## src/rtl/arb_pkg.sv

```systemverilog
// Shared types and sizes for the 4-requester round-robin arbiter.
package arb_pkg;

    localparam int unsigned NUM_REQ = 4;
    localparam int unsigned IDX_W   = 2;

    typedef enum logic {
        IDLE,
        GRANT
    } arb_state_t;

    typedef logic [IDX_W-1:0] idx_t;

endpackage

```

## src/rtl/rr_arbiter4_if.sv

```systemverilog
// Request/grant bundle between requesters and the arbiter.
//   req       : request vector, bit i = requester i
//   done      : current grantee releases the grant
//   gnt_valid : a grant is active
//   gnt_idx   : current grantee index, drives decoder {x,y}
//   gnt_new   : first cycle of each new grant
//   timeout   : forced-release pulse
// master = requester side, slave = arbiter side.
interface rr_arbiter4_if;
    import arb_pkg::*;

    logic [NUM_REQ-1:0] req;
    logic               done;
    logic               gnt_valid;
    idx_t               gnt_idx;
    logic               gnt_new;
    logic               timeout;

    modport master (
        output req, done,
        input  gnt_valid, gnt_idx, gnt_new, timeout
    );

    modport slave (
        input  req, done,
        output gnt_valid, gnt_idx, gnt_new, timeout
    );
endinterface

```

## src/rtl/rr_pick4.sv

```systemverilog
// Rotating priority search: first set bit of req scanning start, start+1, ... mod 4.
//   req   : request vector
//   start : index scanned first
//   idx   : first requesting index found (start when none)
//   any   : at least one request is set
module rr_pick4
    import arb_pkg::*;
(
    input  logic [NUM_REQ-1:0] req,
    input  idx_t               start,
    output idx_t               idx,
    output logic               any
);

    idx_t cand;

    always_comb begin
        idx  = start;
        any  = 1'b0;
        cand = '0;
        for (int unsigned k = 0; k < NUM_REQ; k++) begin
            // 2-bit add wraps 3 -> 0 naturally
            cand = start + IDX_W'(k);
            if (!any && req[cand]) begin
                idx = cand;
                any = 1'b1;
            end
        end
    end

endmodule

```

## src/rtl/rr_arbiter4.sv

```systemverilog
// Round-robin arbiter for 4 requesters feeding the 2-to-4 decoder stage.
// Grants are held until done, request withdrawal, or (optionally) a hold timeout,
// then handed off back-to-back to the next requester in rotating order.
//   clk  : clock, rising edge
//   rst  : synchronous active-high reset
//   arb  : rr_arbiter4_if.slave (req/done in, gnt_valid/gnt_idx/gnt_new/timeout out)
// Build option: define ARB_TIMEOUT_EN to force release after MAX_HOLD cycles;
// otherwise timeout is constant 0.
module rr_arbiter4
    import arb_pkg::*;
#(
    parameter int unsigned MAX_HOLD = 15,
    parameter int unsigned HOLD_W   = 8
) (
    input  logic          clk,
    input  logic          rst,
    rr_arbiter4_if.slave  arb
);

`ifdef ARB_TIMEOUT_EN
    localparam bit TIMEOUT_EN = 1'b1;
`else
    localparam bit TIMEOUT_EN = 1'b0;
`endif

    arb_state_t        state_q, state_d;
    idx_t              gnt_idx_q, gnt_idx_d;
    logic              gnt_valid_q, gnt_valid_d;
    logic              gnt_new_q, gnt_new_d;
    logic              timeout_q, timeout_d;
    idx_t              last_ptr_q, last_ptr_d;
    logic [HOLD_W-1:0] hold_cnt_q, hold_cnt_d;

    idx_t start_c;
    idx_t pick_idx_c;
    logic pick_any_c;
    logic hold_hit_c;
    logic release_c;

    // One shared search: IDLE rotates from last_ptr, GRANT from the current grantee
    assign start_c = (state_q == IDLE) ? idx_t'(last_ptr_q + idx_t'(1))
                                       : idx_t'(gnt_idx_q + idx_t'(1));

    rr_pick4 u_pick (
        .req   (arb.req),
        .start (start_c),
        .idx   (pick_idx_c),
        .any   (pick_any_c)
    );

    assign hold_hit_c = TIMEOUT_EN && (hold_cnt_q == HOLD_W'(MAX_HOLD - 1));
    assign release_c  = arb.done || !arb.req[gnt_idx_q] || hold_hit_c;

    // State register
    always_ff @(posedge clk) begin
        if (rst) begin
            state_q     <= IDLE;
            gnt_idx_q   <= '0;
            gnt_valid_q <= 1'b0;
            gnt_new_q   <= 1'b0;
            timeout_q   <= 1'b0;
            last_ptr_q  <= idx_t'(NUM_REQ - 1);
            hold_cnt_q  <= '0;
        end else begin
            state_q     <= state_d;
            gnt_idx_q   <= gnt_idx_d;
            gnt_valid_q <= gnt_valid_d;
            gnt_new_q   <= gnt_new_d;
            timeout_q   <= timeout_d;
            last_ptr_q  <= last_ptr_d;
            hold_cnt_q  <= hold_cnt_d;
        end
    end

    // Next-state and output decode
    always_comb begin
        state_d     = state_q;
        gnt_idx_d   = gnt_idx_q;
        gnt_valid_d = gnt_valid_q;
        gnt_new_d   = 1'b0;
        timeout_d   = 1'b0;
        last_ptr_d  = last_ptr_q;
        hold_cnt_d  = hold_cnt_q;

        unique case (state_q)
            IDLE: begin
                gnt_valid_d = 1'b0;
                hold_cnt_d  = '0;
                if (pick_any_c) begin
                    state_d     = GRANT;
                    gnt_idx_d   = pick_idx_c;
                    gnt_valid_d = 1'b1;
                    gnt_new_d   = 1'b1;
                end
            end
            GRANT: begin
                if (release_c) begin
                    last_ptr_d = gnt_idx_q;
                    hold_cnt_d = '0;
                    timeout_d  = hold_hit_c;
                    if (pick_any_c) begin
                        gnt_idx_d = pick_idx_c;
                        gnt_new_d = 1'b1;
                    end else begin
                        state_d     = IDLE;
                        gnt_valid_d = 1'b0;
                    end
                end else if (hold_cnt_q != '1) begin
                    hold_cnt_d = hold_cnt_q + HOLD_W'(1);
                end
            end
            default: begin
                state_d = IDLE;
            end
        endcase
    end

    assign arb.gnt_valid = gnt_valid_q;
    assign arb.gnt_idx   = gnt_idx_q;
    assign arb.gnt_new   = gnt_new_q;
    assign arb.timeout   = timeout_q;

endmodule

```

## src/flat_wrapper.sv

```systemverilog
// flat-port wrapper written by rule: the top's interface ports become plain ports
module rr_arbiter4_flat import arb_pkg::*;
#(
    parameter int unsigned MAX_HOLD = 15,
    parameter int unsigned HOLD_W   = 8
)
  (clk, rst, arb_req, arb_done, arb_gnt_valid, arb_gnt_idx, arb_gnt_new, arb_timeout);
  rr_arbiter4_if arb_i ();
  input  logic clk;
  input  logic rst;
  input wire logic [$bits(arb_i.req)-1:0] arb_req;
  input wire logic [$bits(arb_i.done)-1:0] arb_done;
  output wire logic [$bits(arb_i.gnt_valid)-1:0] arb_gnt_valid;
  output wire logic [$bits(arb_i.gnt_idx)-1:0] arb_gnt_idx;
  output wire logic [$bits(arb_i.gnt_new)-1:0] arb_gnt_new;
  output wire logic [$bits(arb_i.timeout)-1:0] arb_timeout;
  assign arb_i.req = arb_req;
  assign arb_i.done = arb_done;
  assign arb_gnt_valid = arb_i.gnt_valid;
  assign arb_gnt_idx = arb_i.gnt_idx;
  assign arb_gnt_new = arb_i.gnt_new;
  assign arb_timeout = arb_i.timeout;
  rr_arbiter4 #(.MAX_HOLD(MAX_HOLD), .HOLD_W(HOLD_W)) u_core (.clk(clk), .rst(rst), .arb(arb_i));
endmodule
```

## config.mk

```make
export PLATFORM = sky130hd
export DESIGN_NAME = rr_arbiter4_flat
export DESIGN_NICKNAME = d
export VERILOG_FILES = /design/src/rtl/arb_pkg.sv /design/src/rtl/rr_arbiter4_if.sv /design/src/rtl/rr_pick4.sv /design/src/rtl/rr_arbiter4.sv /design/src/flat_wrapper.sv
export SDC_FILE = /design/constraint.sdc
export NUM_CORES = 1
export LEC_CHECK = 0
export ABC_AREA = 0
export CAP_MARGIN = 20
export CORE_AREA = 2 2 39 41
export CTS_CLUSTER_DIAMETER = 40
export DETAILED_ROUTE_END_ITERATION = 16
export DIE_AREA = 0 0 41 43
export DONT_BUFFER_PORTS = 1
export GPL_TIMING_DRIVEN = 1
export PLACE_DENSITY = 0.46
export SETUP_SLACK_MARGIN = 0.3
export SLEW_MARGIN = 20
export SYNTH_ARGS = -nofsm -noshare
export SYNTH_HDL_FRONTEND = slang
export SYNTH_HIERARCHICAL = 1
export SYNTH_SLANG_ARGS = --single-unit
```

## constraint.sdc

```tcl
create_clock -name clk -period 2.06 [get_ports clk]
set_input_delay 0.618 -clock clk [delete_from_list [all_inputs] [get_ports clk]]
set_output_delay 0.618 -clock clk [all_outputs]
set_load 0.02 [all_outputs]
```

==> summary.md <==
| Metric | Value |
|---|---|
| Status | complete, no violations |
| Post-synthesis sequential area ratio | 0.3085 |
| Hold Slack | 0.4267 ns |
| Sink Count | 7 |
| Setup Skew | 0.003909 ns |
| Count of cell types in the netlist | 25 |
| Critical Path RT | 2.24 ns |
| Critical path endpoint category | register |
| Crit Path Category | reg -> reg |
| Lkg Pwr | 0.2273 nW |
| Share of cells above drive strength 1 | 0.3000 |
| Worst Hold Class | in -> reg |
| Final Slew Violations | 0 |
| Num CTS Buffers | 3 |
| RSZ-0062 raised after global routing | no |
| Startpoint type of the worst setup path | register |
| Vias in the first global route | 397 |
| Clock buffer depth | 2 |
| IO buf count | 0 |
| Pre-Repair DR Iteration Count | 4 |
| Area of the multi-input gates | 334.1 um2 |
| First-pass GRT wire length | 1538 um |
| DRC | 0 |
| Peak VDD IR | 0.3823 mV |
| Max stage delay on crit path | 0.37 ns |
| Ys Warns | 6 |
| Max_cap viols | 0 |
| Slowest CP cell | mux2i_2 |
| Synthesized area per cell | 8.570 um2 |
| Syn nets | 60 |
| DR vias/cell | 4.947 |
| Rows | 14 |
| Worst-path cell chain | mux2i_2 > buf_4 > nor2b_1 > a21o_1 > a221oi_2 > nand2b_1 > mux2i_1 |
| Layout net count | 68 |
| GPL Wtd Cong | 0.6729 |
| Maximum clock rate | 616.9 MHz |
| H-tree Lvls | 1 |
| Fillers | 145 |
| Diode count | 0 |
| Final Hold Violating Endpoints | 0 |
| Setup_tns | 0 ns |
| TritonCTS clock tree | done |
| Core Util, Final | 0.4096 |
| Post-DP HPWL | 719.5 um |
| Final setup violation count | 0 |
| Initial Util | 0.3282 |
| IO Pins | 12 |
| Die area | 1763 um2 |
| Netlist Area Pre-Place | 454.2 um2 |
| Die W | 41 um |
| Core Region | 1384 um2 |
| Post-route ant nets | 0 |
| Critical Path Fanout Max | 3 |
| WL/cell | 12.46 um |
| Crit path DAT | 1.80 ns |
| Total track usage | 0.1339 |
| WL final | 947 um |
| Register bit count reported by yosys | 7 |
| Die height | 43 um |
| Root buf cell | clkbuf_4 |
| Clock-pin slew on the worst setup and hold paths | 0.05 ns |
| Area grow syn2layout | 24.79% |
| Worst-Skew Late Latency | 0.25 ns |
| Register area | 141.4 um2 |
| Final Cycle Share | 0.7869 |
| P per Cell Area | 939.6 nW/um2 |
| Largest net degree at the start of global routing | 12 |
| Via count | 376 |
| 1st-iter DRT viols | 6 |
| Cells after Synth | 53 |
| GRT overflow | 0 |
| Initial antenna violation count | 0 |
| Final worst path period need | 1.621 ns |
-- routing by layer --
layer,share of wire,vias to the layer above,global-route usage
li1,-,198,-
met5,0,-,0
met4,0,0,0.06000
met1,0.48,171,0.1558
met2,0.46,7,0.1875
met3,0.058,0,0.08377
-- logic make-up (layout without fill, tap and decap cells) --
kind of cell	after synthesis	in the layout	synth area share
multiplexers	6	6	0.1322
XOR/XNOR	1	1	0.01929
buffers and inverters	3	10	0.03305
flip-flops	7	7	0.3085
AND/OR/NAND/NOR	25	25	0.3086
AO/OA/AOI/OAI	10	10	0.1901
other	1	1	0.008257
-- cell usage after synthesis --
master,count,area (um2)
dfxtp_1,7,140.1
mux2i_1,6,60.06
nand2b_1,6,37.54
nor2_1,5,18.77
a21oi_1,4,20.02
nand2_1,3,11.26
nor3_1,3,15.01
nor2b_1,2,12.51
a21boi_2,1,11.26
a21o_1,1,7.510
a221oi_2,1,15.01
and2b_2,1,8.760
buf_4,1,7.510
clkbuf_1,1,3.750
conb_1,1,3.750
inv_1,1,3.750
nand3b_1,1,7.510
nand4b_1,1,8.760
o21ai_0,1,5.000
o221ai_2,1,15.01
o22ai_2,1,12.51
or2_2,1,6.260
or2b_1,1,7.510
or3_1,1,6.260
xor2_1,1,8.760
-- registers in the layout, indices dropped and copies added, names as in the netlist --
register              cells
u_core/arb.gnt_new        1
u_core/arb.gnt_valid      1
u_core/state_q            1
u_core/last_ptr_q         2
u_core/arb.gnt_idx        2
-- area by class of cell --
class	count	share of cell area
multi-input combinational	43	0.5894
inverter	1	0.006623
clock buffer	4	0.04636
timing repair buffer	5	0.07285
tap	16	0.03532
sequential	7	0.2494
-- critical path, delay by kind of cell (launching register included) --
family | cells | cell delay, ns
buffers and inverters | 1 | 0.19
DFF | 1 | 0.35
muxes | 2 | 0.50
and+or+nand+nor | 2 | 0.13
AOI/OAI and AO/OA | 2 | 0.39
-- power by group --
group,switching (W),leakage (nW),total [W],internal (W)
Clock,0.0000479,0.0150,0.000122,0.0000738
Combinational,0.000118,0.154,0.000230,0.000112
Sequential,0.0000225,0.0585,0.000181,0.000158
Total,0.000188,0.227,0.000533,0.000345
-- layout by cell type (no fill, tap or decap), types with 2 or more instances in the layout --
master and n:
a21oi_1 4, buf_4 4, clkbuf_4 3, dfxtp_1 6
mux2i_1 4, nand2_1 3, nand2b_1 6, nor2_1 5
nor2b_1 2, nor3_1 3
-- worst paths after layout --
check / start / end / slack [ns] / cells past startpoint
setup reg to reg: u_core/state_q$_SDFF_PP0_ / u_core/arb.gnt_idx[0]$_SDFFE_PP0P_ / 0.44 / 7
setup / recovery: u_core/state_q$_SDFF_PP0_ / u_core/arb.gnt_idx[0]$_SDFFE_PP0P_ / 0.44 / 7
hold reg to reg: u_core/last_ptr_q[0]$_SDFFE_PP1P_ / u_core/last_ptr_q[0]$_SDFFE_PP1P_ / 0.53 / 2
hold / removal: rst / u_core/state_q$_SDFF_PP0_ / 0.43 / 1
-- per-stage QoR --
stage                     instance area [um2]  total power, W  std cells  worst slack (ns)
after floorplan                         454.2       0.0003189         53            0.3826
final                                   566.8       0.0005326         76            0.4389
after global routing                    566.8       0.0005713         76            0.3281
after detailed placement                493.0       0.0003657         71            0.3970
after CTS                               519.2       0.0004932         75            0.3784
after global placement                  493.0       0.0003646         71            0.4113
-- timing repair --
action / 4_1_cts / 5_1_grt
setup buffers: 0 / 1
hold buffers: 0 / 0
gates resized for setup: 0 / 7
endpoints found under the setup margin: 0 / 2
Power figures use the tool's default switching activity.
